`src/rtl/vend_dispense_sequencer_if.sv`:
```
// Vend dispense sequencer bus.
// Groups the vend request strobe with its change-return qualifiers and the
// solenoid/status outputs of the sequencer.
//   master : vend FSM side (drives dis/oN/oD/o2D, observes drives and status)
//   slave  : sequencer side (receives the request, drives solenoids and status)
interface vend_dispense_sequencer_if;
  logic dis;          // vend request strobe (rising edge = one request)
  logic oN;           // return one nickel, qualified by dis
  logic oD;           // return one dime, qualified by dis
  logic o2D;          // return two dimes, qualified by dis
  logic can_sol;      // can-release solenoid
  logic nickel_sol;   // nickel-ejector solenoid
  logic dime_sol;     // dime-ejector solenoid
  logic busy;         // sequencer not idle
  logic vend_done;    // one-cycle pulse at the end of a vend
  logic overrun_err;  // sticky: a request was dropped

  modport master (
    output dis, oN, oD, o2D,
    input  can_sol, nickel_sol, dime_sol, busy, vend_done, overrun_err
  );

  modport slave (
    input  dis, oN, oD, o2D,
    output can_sol, nickel_sol, dime_sol, busy, vend_done, overrun_err
  );
endinterface

```
`src/rtl/vend_dispense_sequencer.sv`:
```
// Vend dispense sequencer.
// On each rising edge of dis the sequencer releases a can, then ejects the
// requested nickel (0..1) and dimes (0..3) one pulse at a time, with a dead
// time after every pulse, and flags completion with a one-cycle vend_done.
// One further request can wait in a pending slot; more are dropped and set the
// sticky overrun_err flag.
// Ports:
//   clk  : clock, all state updates on the rising edge
//   rst  : synchronous active-high reset
//   bus  : vend_dispense_sequencer_if.slave (request in, solenoids/status out)
// Parameters:
//   PULSE_CYC : solenoid on-time in clk cycles (1..255)
//   GAP_CYC   : dead time after each pulse in clk cycles (1..255)
module vend_dispense_sequencer #(
  parameter int unsigned PULSE_CYC = 8,
  parameter int unsigned GAP_CYC   = 4
) (
  input  logic                      clk,
  input  logic                      rst,
  vend_dispense_sequencer_if.slave  bus
);

  typedef enum logic [2:0] {
    IDLE, CAN_ON, CAN_GAP, NKL_ON, NKL_GAP, DIM_ON, DIM_GAP, DONE
  } state_t;

  localparam logic [7:0] PULSE_LD = 8'(PULSE_CYC - 1);
  localparam logic [7:0] GAP_LD   = 8'(GAP_CYC - 1);

  state_t      state_q, state_d;
  logic [7:0]  timer_q, timer_d;
  logic        nickels_q, nickels_d;
  logic [1:0]  dimes_q, dimes_d;
  logic        pend_vld_q, pend_vld_d;
  logic        pend_nkl_q, pend_nkl_d;
  logic [1:0]  pend_dim_q, pend_dim_d;
  logic        dis_q;
  logic        ovr_q, ovr_d;
  logic        can_q, can_d;
  logic        nkl_sol_q, nkl_sol_d;
  logic        dim_sol_q, dim_sol_d;
  logic        busy_q, busy_d;
  logic        done_q, done_d;

  logic        accept;
  logic        tmr_done;
  logic        req_nkl;
  logic [1:0]  req_dim;

  // Coin selection after any gap: nickels first, then dimes, then finish.
  function automatic state_t after_gap(input logic nkl, input logic [1:0] dim);
    if (nkl)             return NKL_ON;
    else if (dim != 2'd0) return DIM_ON;
    else                 return DONE;
  endfunction

  always_comb begin
    accept   = bus.dis & ~dis_q;
    tmr_done = (timer_q == 8'd0);
    req_nkl  = bus.oN;
    req_dim  = {1'b0, bus.oD} + {bus.o2D, 1'b0};

    state_d    = state_q;
    timer_d    = tmr_done ? timer_q : timer_q - 8'd1;
    nickels_d  = nickels_q;
    dimes_d    = dimes_q;
    pend_vld_d = pend_vld_q;
    pend_nkl_d = pend_nkl_q;
    pend_dim_d = pend_dim_q;
    ovr_d      = ovr_q;

    case (state_q)
      // IDLE and DONE both start the pending vend if there is one; a request
      // arriving in the same cycle refills the slot being emptied.
      IDLE, DONE: begin
        if (pend_vld_q) begin
          state_d    = CAN_ON;
          nickels_d  = pend_nkl_q;
          dimes_d    = pend_dim_q;
          pend_vld_d = accept;
          if (accept) begin
            pend_nkl_d = req_nkl;
            pend_dim_d = req_dim;
          end
        end else if (state_q == IDLE) begin
          if (accept) begin
            state_d   = CAN_ON;
            nickels_d = req_nkl;
            dimes_d   = req_dim;
          end
        end else begin
          state_d = IDLE;
          if (accept) begin
            pend_vld_d = 1'b1;
            pend_nkl_d = req_nkl;
            pend_dim_d = req_dim;
          end
        end
      end
      CAN_ON:  if (tmr_done) state_d = CAN_GAP;
      NKL_ON:  if (tmr_done) begin
        state_d   = NKL_GAP;
        nickels_d = 1'b0;
      end
      DIM_ON:  if (tmr_done) begin
        state_d = DIM_GAP;
        dimes_d = dimes_q - 2'd1;
      end
      CAN_GAP, NKL_GAP, DIM_GAP: if (tmr_done) state_d = after_gap(nickels_q, dimes_q);
      default: state_d = IDLE;
    endcase

    // Requests during an active vend go to the slot, or are dropped if full.
    if (accept && state_q != IDLE && state_q != DONE) begin
      if (!pend_vld_q) begin
        pend_vld_d = 1'b1;
        pend_nkl_d = req_nkl;
        pend_dim_d = req_dim;
      end else begin
        ovr_d = 1'b1;
      end
    end

    // Phase timer reloads on every state change; ON and GAP always alternate,
    // so no state is ever re-entered from itself.
    if (state_d != state_q) begin
      case (state_d)
        CAN_ON, NKL_ON, DIM_ON:    timer_d = PULSE_LD;
        CAN_GAP, NKL_GAP, DIM_GAP: timer_d = GAP_LD;
        default:                   timer_d = 8'd0;
      endcase
    end

    // Outputs are registered from the next state so they align with it.
    can_d     = (state_d == CAN_ON);
    nkl_sol_d = (state_d == NKL_ON);
    dim_sol_d = (state_d == DIM_ON);
    busy_d    = (state_d != IDLE);
    done_d    = (state_d == DONE);
  end

  always_ff @(posedge clk) begin
    if (rst) begin
      state_q    <= IDLE;
      timer_q    <= 8'd0;
      nickels_q  <= 1'b0;
      dimes_q    <= 2'd0;
      pend_vld_q <= 1'b0;
      pend_nkl_q <= 1'b0;
      pend_dim_q <= 2'd0;
      dis_q      <= 1'b0;
      ovr_q      <= 1'b0;
      can_q      <= 1'b0;
      nkl_sol_q  <= 1'b0;
      dim_sol_q  <= 1'b0;
      busy_q     <= 1'b0;
      done_q     <= 1'b0;
    end else begin
      state_q    <= state_d;
      timer_q    <= timer_d;
      nickels_q  <= nickels_d;
      dimes_q    <= dimes_d;
      pend_vld_q <= pend_vld_d;
      pend_nkl_q <= pend_nkl_d;
      pend_dim_q <= pend_dim_d;
      dis_q      <= bus.dis;
      ovr_q      <= ovr_d;
      can_q      <= can_d;
      nkl_sol_q  <= nkl_sol_d;
      dim_sol_q  <= dim_sol_d;
      busy_q     <= busy_d;
      done_q     <= done_d;
    end
  end

  assign bus.can_sol     = can_q;
  assign bus.nickel_sol  = nkl_sol_q;
  assign bus.dime_sol    = dim_sol_q;
  assign bus.busy        = busy_q;
  assign bus.vend_done   = done_q;
  assign bus.overrun_err = ovr_q;

endmodule
```
`src/flat_wrapper.sv`:
```
// flat-port wrapper written by rule: the top's interface ports become plain ports
module vend_dispense_sequencer_flat 
#(
  parameter int unsigned PULSE_CYC = 8,
  parameter int unsigned GAP_CYC   = 4
)
  (clk, rst, bus_dis, bus_oN, bus_oD, bus_o2D, bus_can_sol, bus_nickel_sol, bus_dime_sol, bus_busy, bus_vend_done, bus_overrun_err);
  vend_dispense_sequencer_if bus_i ();
  input  logic clk;
  input  logic rst;
  input wire logic [$bits(bus_i.dis)-1:0] bus_dis;
  input wire logic [$bits(bus_i.oN)-1:0] bus_oN;
  input wire logic [$bits(bus_i.oD)-1:0] bus_oD;
  input wire logic [$bits(bus_i.o2D)-1:0] bus_o2D;
  output wire logic [$bits(bus_i.can_sol)-1:0] bus_can_sol;
  output wire logic [$bits(bus_i.nickel_sol)-1:0] bus_nickel_sol;
  output wire logic [$bits(bus_i.dime_sol)-1:0] bus_dime_sol;
  output wire logic [$bits(bus_i.busy)-1:0] bus_busy;
  output wire logic [$bits(bus_i.vend_done)-1:0] bus_vend_done;
  output wire logic [$bits(bus_i.overrun_err)-1:0] bus_overrun_err;
  assign bus_i.dis = bus_dis;
  assign bus_i.oN = bus_oN;
  assign bus_i.oD = bus_oD;
  assign bus_i.o2D = bus_o2D;
  assign bus_can_sol = bus_i.can_sol;
  assign bus_nickel_sol = bus_i.nickel_sol;
  assign bus_dime_sol = bus_i.dime_sol;
  assign bus_busy = bus_i.busy;
  assign bus_vend_done = bus_i.vend_done;
  assign bus_overrun_err = bus_i.overrun_err;
  vend_dispense_sequencer #(.PULSE_CYC(PULSE_CYC), .GAP_CYC(GAP_CYC)) u_core (.clk(clk), .rst(rst), .bus(bus_i));
endmodule
```
`config.mk`:
```
export PLATFORM = sky130hd
export DESIGN_NAME = vend_dispense_sequencer_flat
export DESIGN_NICKNAME = d
export VERILOG_FILES = /design/src/rtl/vend_dispense_sequencer_if.sv /design/src/rtl/vend_dispense_sequencer.sv /design/src/flat_wrapper.sv
export SDC_FILE = /design/constraint.sdc
export NUM_CORES = 1
export LEC_CHECK = 0
export ABC_AREA = 1
export BUFFER_PORTS_ARGS = -buffer_cell sky130_fd_sc_hd__clkbuf_2
export CORE_MARGIN = 2
export CORE_UTILIZATION = 35
export CTS_CLUSTER_SIZE = 8
export DETAILED_ROUTE_END_ITERATION = 16
export MAX_ROUTING_LAYER = met4
export PLACE_DENSITY_LB_ADDON = 0.3
export SLEW_MARGIN = 20
export SYNTH_ARGS = -nofsm -noshare
export SYNTH_HDL_FRONTEND = slang
export SYNTH_SLANG_ARGS = --single-unit
```
`constraint.sdc`:
```
create_clock -name clk -period 2.29 [get_ports clk]
set_input_delay 0.229 -clock clk [delete_from_list [all_inputs] [get_ports clk]]
set_output_delay 0.229 -clock clk [all_outputs]
set_load 0.005 [all_outputs]
```
; Yosys cells after proc, flatten, opt, wreduce, memory -nomap -nowiden
; Index checks and enable logic that the tools add are counted.
[word_totals]
mem_bits_rw = 0
reg_bits = 25
inputBits = 6
wordCells = 97
latchBits = 0
n_memories = 0
output_inout_bits = 6
romBits = 0
[op_classes]
addsub = 3
bitwise = 2
n_mul = 0
shifts = 0
n_eq_ne = 21
magnitude_cmp = 0
n_mux = 41
n_div = 0
n_reduce_logical = 16
[op_table]
columns = op, count
row1 = == test 3 bit (second input constant), 8
row2 = 2-to-1 mux 3 bit, 8
row3 = 2-to-1 mux 2 bit, 11
row4 = 2-to-1 mux 1 bit, 16
row5 = 2-to-1 mux 8 bit, 2
row6 = case mux 3 bit (5 select lines), 1
row7 = == test 3 x 2 -> 1 bit (second input constant), 4
row8 = OR reduction 3 bit, 3
row9 = logical NOT 8 bit, 1
row10 = AND reduction 4 bit, 2
row11 = subtractor 8 x 1 -> 8 bit (second input constant), 1
row12 = == test 3 x 1 -> 1 bit (second input constant), 2
row13 = inequality test 3 x 1 -> 1 bit (second input constant), 2
row14 = case mux 3 bit (2 select lines), 1
row15 = nonzero test 2 bit, 3
row16 = nonzero test 3 bit, 2
row17 = inequality test 2 x 1 -> 1 bit (second input constant), 2
row18 = case mux 2 bit (2 select lines), 1
row19 = logical NOT 3 bit, 1
row20 = inequality test 3 bit, 1
row21 = inequality test 3 bit (second input constant), 1
row22 = adder 1 x 2 -> 2 bit, 1
row23 = logical AND 1 bit, 2
row24 = inequality test 2 bit (second input constant), 1
row25 = other kinds (6), 6

; Logic depth before layout (Yosys ltp)
[depth]
word_depth = 10
mapped_depth = 15
ltp_nobuf = 14

; Worst setup path before layout
; OpenSTA, ideal clock, no wires.
[synth_timing]
kind = reg-to-reg
from = register u_core.timer_q[0]
to = register u_core.timer_q[0]
synth_period_minus_slack_ns = 1.701
setup_ns = 0.064
t_arrival_ns = 1.637
slack_ns = 0.589
path_stages_with_launch = 14
t_required_ns = 2.226
path_cell_list = dfxtp_1 > inv_1 > ha_1 > nand2_2 > nor2_4 > nor2_1 > nor2_4 > nand2_2 > nand2_1 > nand2_2 > nand2_1 > nand3_1 > and2_0 > nor2_1
[synth_between]
elab_chain_len = 7
word_cells_on_any_way = 20
classes_between = add/sub: 1 / eq/ne: 8 / mux: 8 / reduce/logical: 3
[synth_lines]
columns = element, line
row1 = "start, declared", vend_dispense_sequencer.sv:31  ; logic [7:0] timer_q, timer_d;
row2 = "start signal, assigned", vend_dispense_sequencer.sv:160  ; timer_q <= timer_d;
row3 = logical NOT 8 bit, vend_dispense_sequencer.sv:59  ; tmr_done = (timer_q == 8'd0);
row4 = 2-to-1 mux 3 bit (on tied branches), n/a
row5 = case mux 3 bit (5 select lines), vend_dispense_sequencer.sv:72  ; case (state_q)
row6 = "== test 3 x 2 -> 1 bit, or another cell as far along", vend_dispense_sequencer.sv:127  ; case (state_d)
row7 = OR reduction 3 bit, vend_dispense_sequencer.sv:127
row8 = case mux 3 bit (2 select lines), vend_dispense_sequencer.sv:127
row9 = 2-to-1 mux 8 bit, vend_dispense_sequencer.sv:126  ; if (state_d != state_q) begin
; Parallel ways exist; a longest one is shown, timed or not. The select of a mux whose other input is x is not followed.
; A chain may end at the register's enable or synchronous reset.

; Worst setup path in the final report
; Ends and elaborated chain as after synthesis.

==> summary.txt <==
height of the die: 65.8 µm
type of origin of the critical path: flop
post-route ant nets: 0
area added between synthesis and finish: 11.1%
reg2reg setup slack: 300 ps
via count: 1213
Reg clk slew, reported paths: 90 ps
initial core utilization: 36.6%
Hold Path Class: input port to flop
fin nets: 219
vias in the first global route: 1144
final non-filler cell total: 258
RePlAce Congestion: 0.896
Reg2Reg Depth: 13
# Post-CTS Setup Buffers: 0
Worst Path Required: 2500 ps
PD cells: 1310 nW/µm²
CP Depth: 13
outcome: finished clean
register area share after synthesis: 37.4%
row cnt: 22
post-detail-place hpwl: 2100 µm
total power: 0.00195 W
Avg Synthesized Cell Area: 6.80 µm²
Worst R2R End: u_core.timer_q[0]$_SDFFE_PP0P_
CP endpoint kind: flop
Max Freq: 0.501 GHz
Data arrival, critical path: 2200 ps
average wire per standard cell: 10.8 µm
FF+latch count, synth: 25
maximum fanout along the worst path: 7
global-route wire length before repair: 5040 µm
Total Wirelength: 2790 µm
CTS tree: yes
Max Transition Viols Final: 0
Yosys warnings: 0
CP max-delay cell: dfxtp_1
First-pass DRT Iterations: 4
Root Driver: clkbuf_8
Core Region: 3660 µm²
GRT overflow: 0
worst skew pair latency: 270 ps
worst slew pin tran: 333 ps
worst r2r src: u_core.timer_q[0]$_SDFFE_PP0P_
RSZ-0062 raised after global routing: false
Worst path max stage delay: 320 ps
Netlist Area Pre-Place: 1340 µm²
antenna cells: 0
final core area utilization: 40.6%
Slew HR: 77.7%
# setup viols final: 0
Die Area: 4340 µm²
port buffer count: 11
number of max-cap violations: 0
CP Cell Sequence: inv_1 > ha_1 > nand2_2 > nor2_4 > inv_1 > nand2_1 > nand2_1 > inv_1 > nand2_1 > nand3_1 > nand3_1 > and2_0 > nor2_1
Worst Skew: 5.26 ps
initial antenna violation count: 0
Cells after DPL: 254
number of I/O pins: 12
critical path class: flop to flop
sinks on the clock net: 25
largest net degree at the start of global routing: 14
endpoints failing hold: 0
# DRC: 0
Peak VDD IR: 0.000540 V
worst hold path startpoint: bus_dis
Unique masters post-synth: 30
initial DRC count: 32
chip width: 65.8 µm
CTS Buffer Depth: 2
vias per cell: 4.70
CP bufs+invs: 3
TritonCTS buffer count: 3
final setup TNS: 0 ps
worst setup path startpoint: u_core.timer_q[0]$_SDFFE_PP0P_
post-CTS resize count: 0
Leak: 0.740 nW
Overall Global Routing Usage: 15.5%
post-route clock period utilization: 87.1%
worst setup path endpoint: u_core.timer_q[0]$_SDFFE_PP0P_
Top Family by Delay on Critical Path: simple AND/OR/NAND/NOR gates
fraction of layout cells with a size suffix above 1: 17.1%
gate count after technology mapping: 197
cts-stage hold buffer count: 0
H-tree Lvls: 1
Syn Nets: 205
minimum clock period: 1990 ps
[worst min-delay path by stage]
stage	end	slack, ps	cells past startpoint
floorplan	u_core.dis_q$_SDFF_PP0_	350	2
global placement	u_core.dis_q$_SDFF_PP0_	450	3
detailed placement	u_core.dis_q$_SDFF_PP0_	460	3
CTS	u_core.dis_q$_SDFF_PP0_	170	3
global route	u_core.dis_q$_SDFF_PP0_	190	3
finish	u_core.dis_q$_SDFF_PP0_	170	3
[through the flow]
step                cell area, µm²  hold slack, ps  worst slack, ps
floorplan                     1340             354              589
global placement              1440             451              295
detailed placement            1440             460              324
CTS                           1490             170              292
global route                  1490             186              117
finish                        1490             171              296
[per-layer routing]
| layer | global-route usage (%) | vias to the layer above | share of wire, % |
|---|---|---|---|
| li1 | - | 651 | - |
| met1 | 22.0 | 542 | 54 |
| met2 | 22.0 | 15 | 41 |
| met3 | 1.53 | 5 | 2.6 |
| met4 | 7.03 | 0 | 2.0 |
| met5 | - | - | 0 |
[synth_stat cells (all sizes together)]
cell type / number / share of area [%]
o21ai: 11 / 4.4
nand3: 16 / 6.7
nand3b: 2 / 1.1
nand2: 46 / 14
a31oi: 2 / 0.93
a31o: 1 / 0.65
nor3: 4 / 1.5
inv: 25 / 7.0
xnor2: 1 / 0.65
dfxtp: 25 / 37
a211oi: 1 / 0.56
a21oi: 5 / 2.1
nor2: 43 / 14
xor2: 4 / 2.6
ha: 2 / 1.9
a21boi: 1 / 0.56
clkbuf: 1 / 0.28
and2: 1 / 0.47
buf: 1 / 0.56
o211ai: 1 / 0.56
or2: 1 / 0.47
nand4: 3 / 1.4
[where the power goes]
part / switching, W / internal (W)
Sequential: 0.0000819 / 0.000547
Combinational: 0.000680 / 0.000376
Clock: 0.000138 / 0.000124
Total: 0.000900 / 0.00105
[area by class of cell]
type	instances	area (µm²)
inverters	25	93.8
clock buffers	4	45.0
well taps	48	60.1
multi-input cells	145	733
fillers	404	2170
flip-flops and latches	25	500
repair buffers	11	55.1
[registers in the layout (all words and copies together) (netlist names), 2 cells and up]
register / count
u_core.dimes_q: 2
u_core.pend_dim_q: 2
u_core.state_q: 3
u_core.timer_q: 8
[worst register-to-register path, delay by kind of cell (launching register included)]
kind	cells	cell delay [ps]
flip-flops	1	320
buffers and inverters	3	300
AND/OR/NAND/NOR	9	1030
adder cells (fa/ha/maj)	1	280
[cells by family after synthesis]
logic type,Yosys count,share of synthesized area [%]
simple gates,116,39.8
fa+ha+maj,2,1.87
compound gates,22,9.81
flops,25,37.4
buf+inv,27,7.85
xor+xnor,5,3.27
[cells in the final DEF (no fill, tap or decap), types with 4 or more instances in the layout]
cell type / n
a21oi_1: 4
clkbuf_2: 11
dfxtp_1: 25
inv_1: 22
nand2_1: 39
nand2_2: 7
nand3_1: 14
nor2_1: 37
nor2_2: 4
nor3_1: 4
o21ai_0: 7
xor2_1: 4
Note: power is estimated with default switching activity, not from simulation.
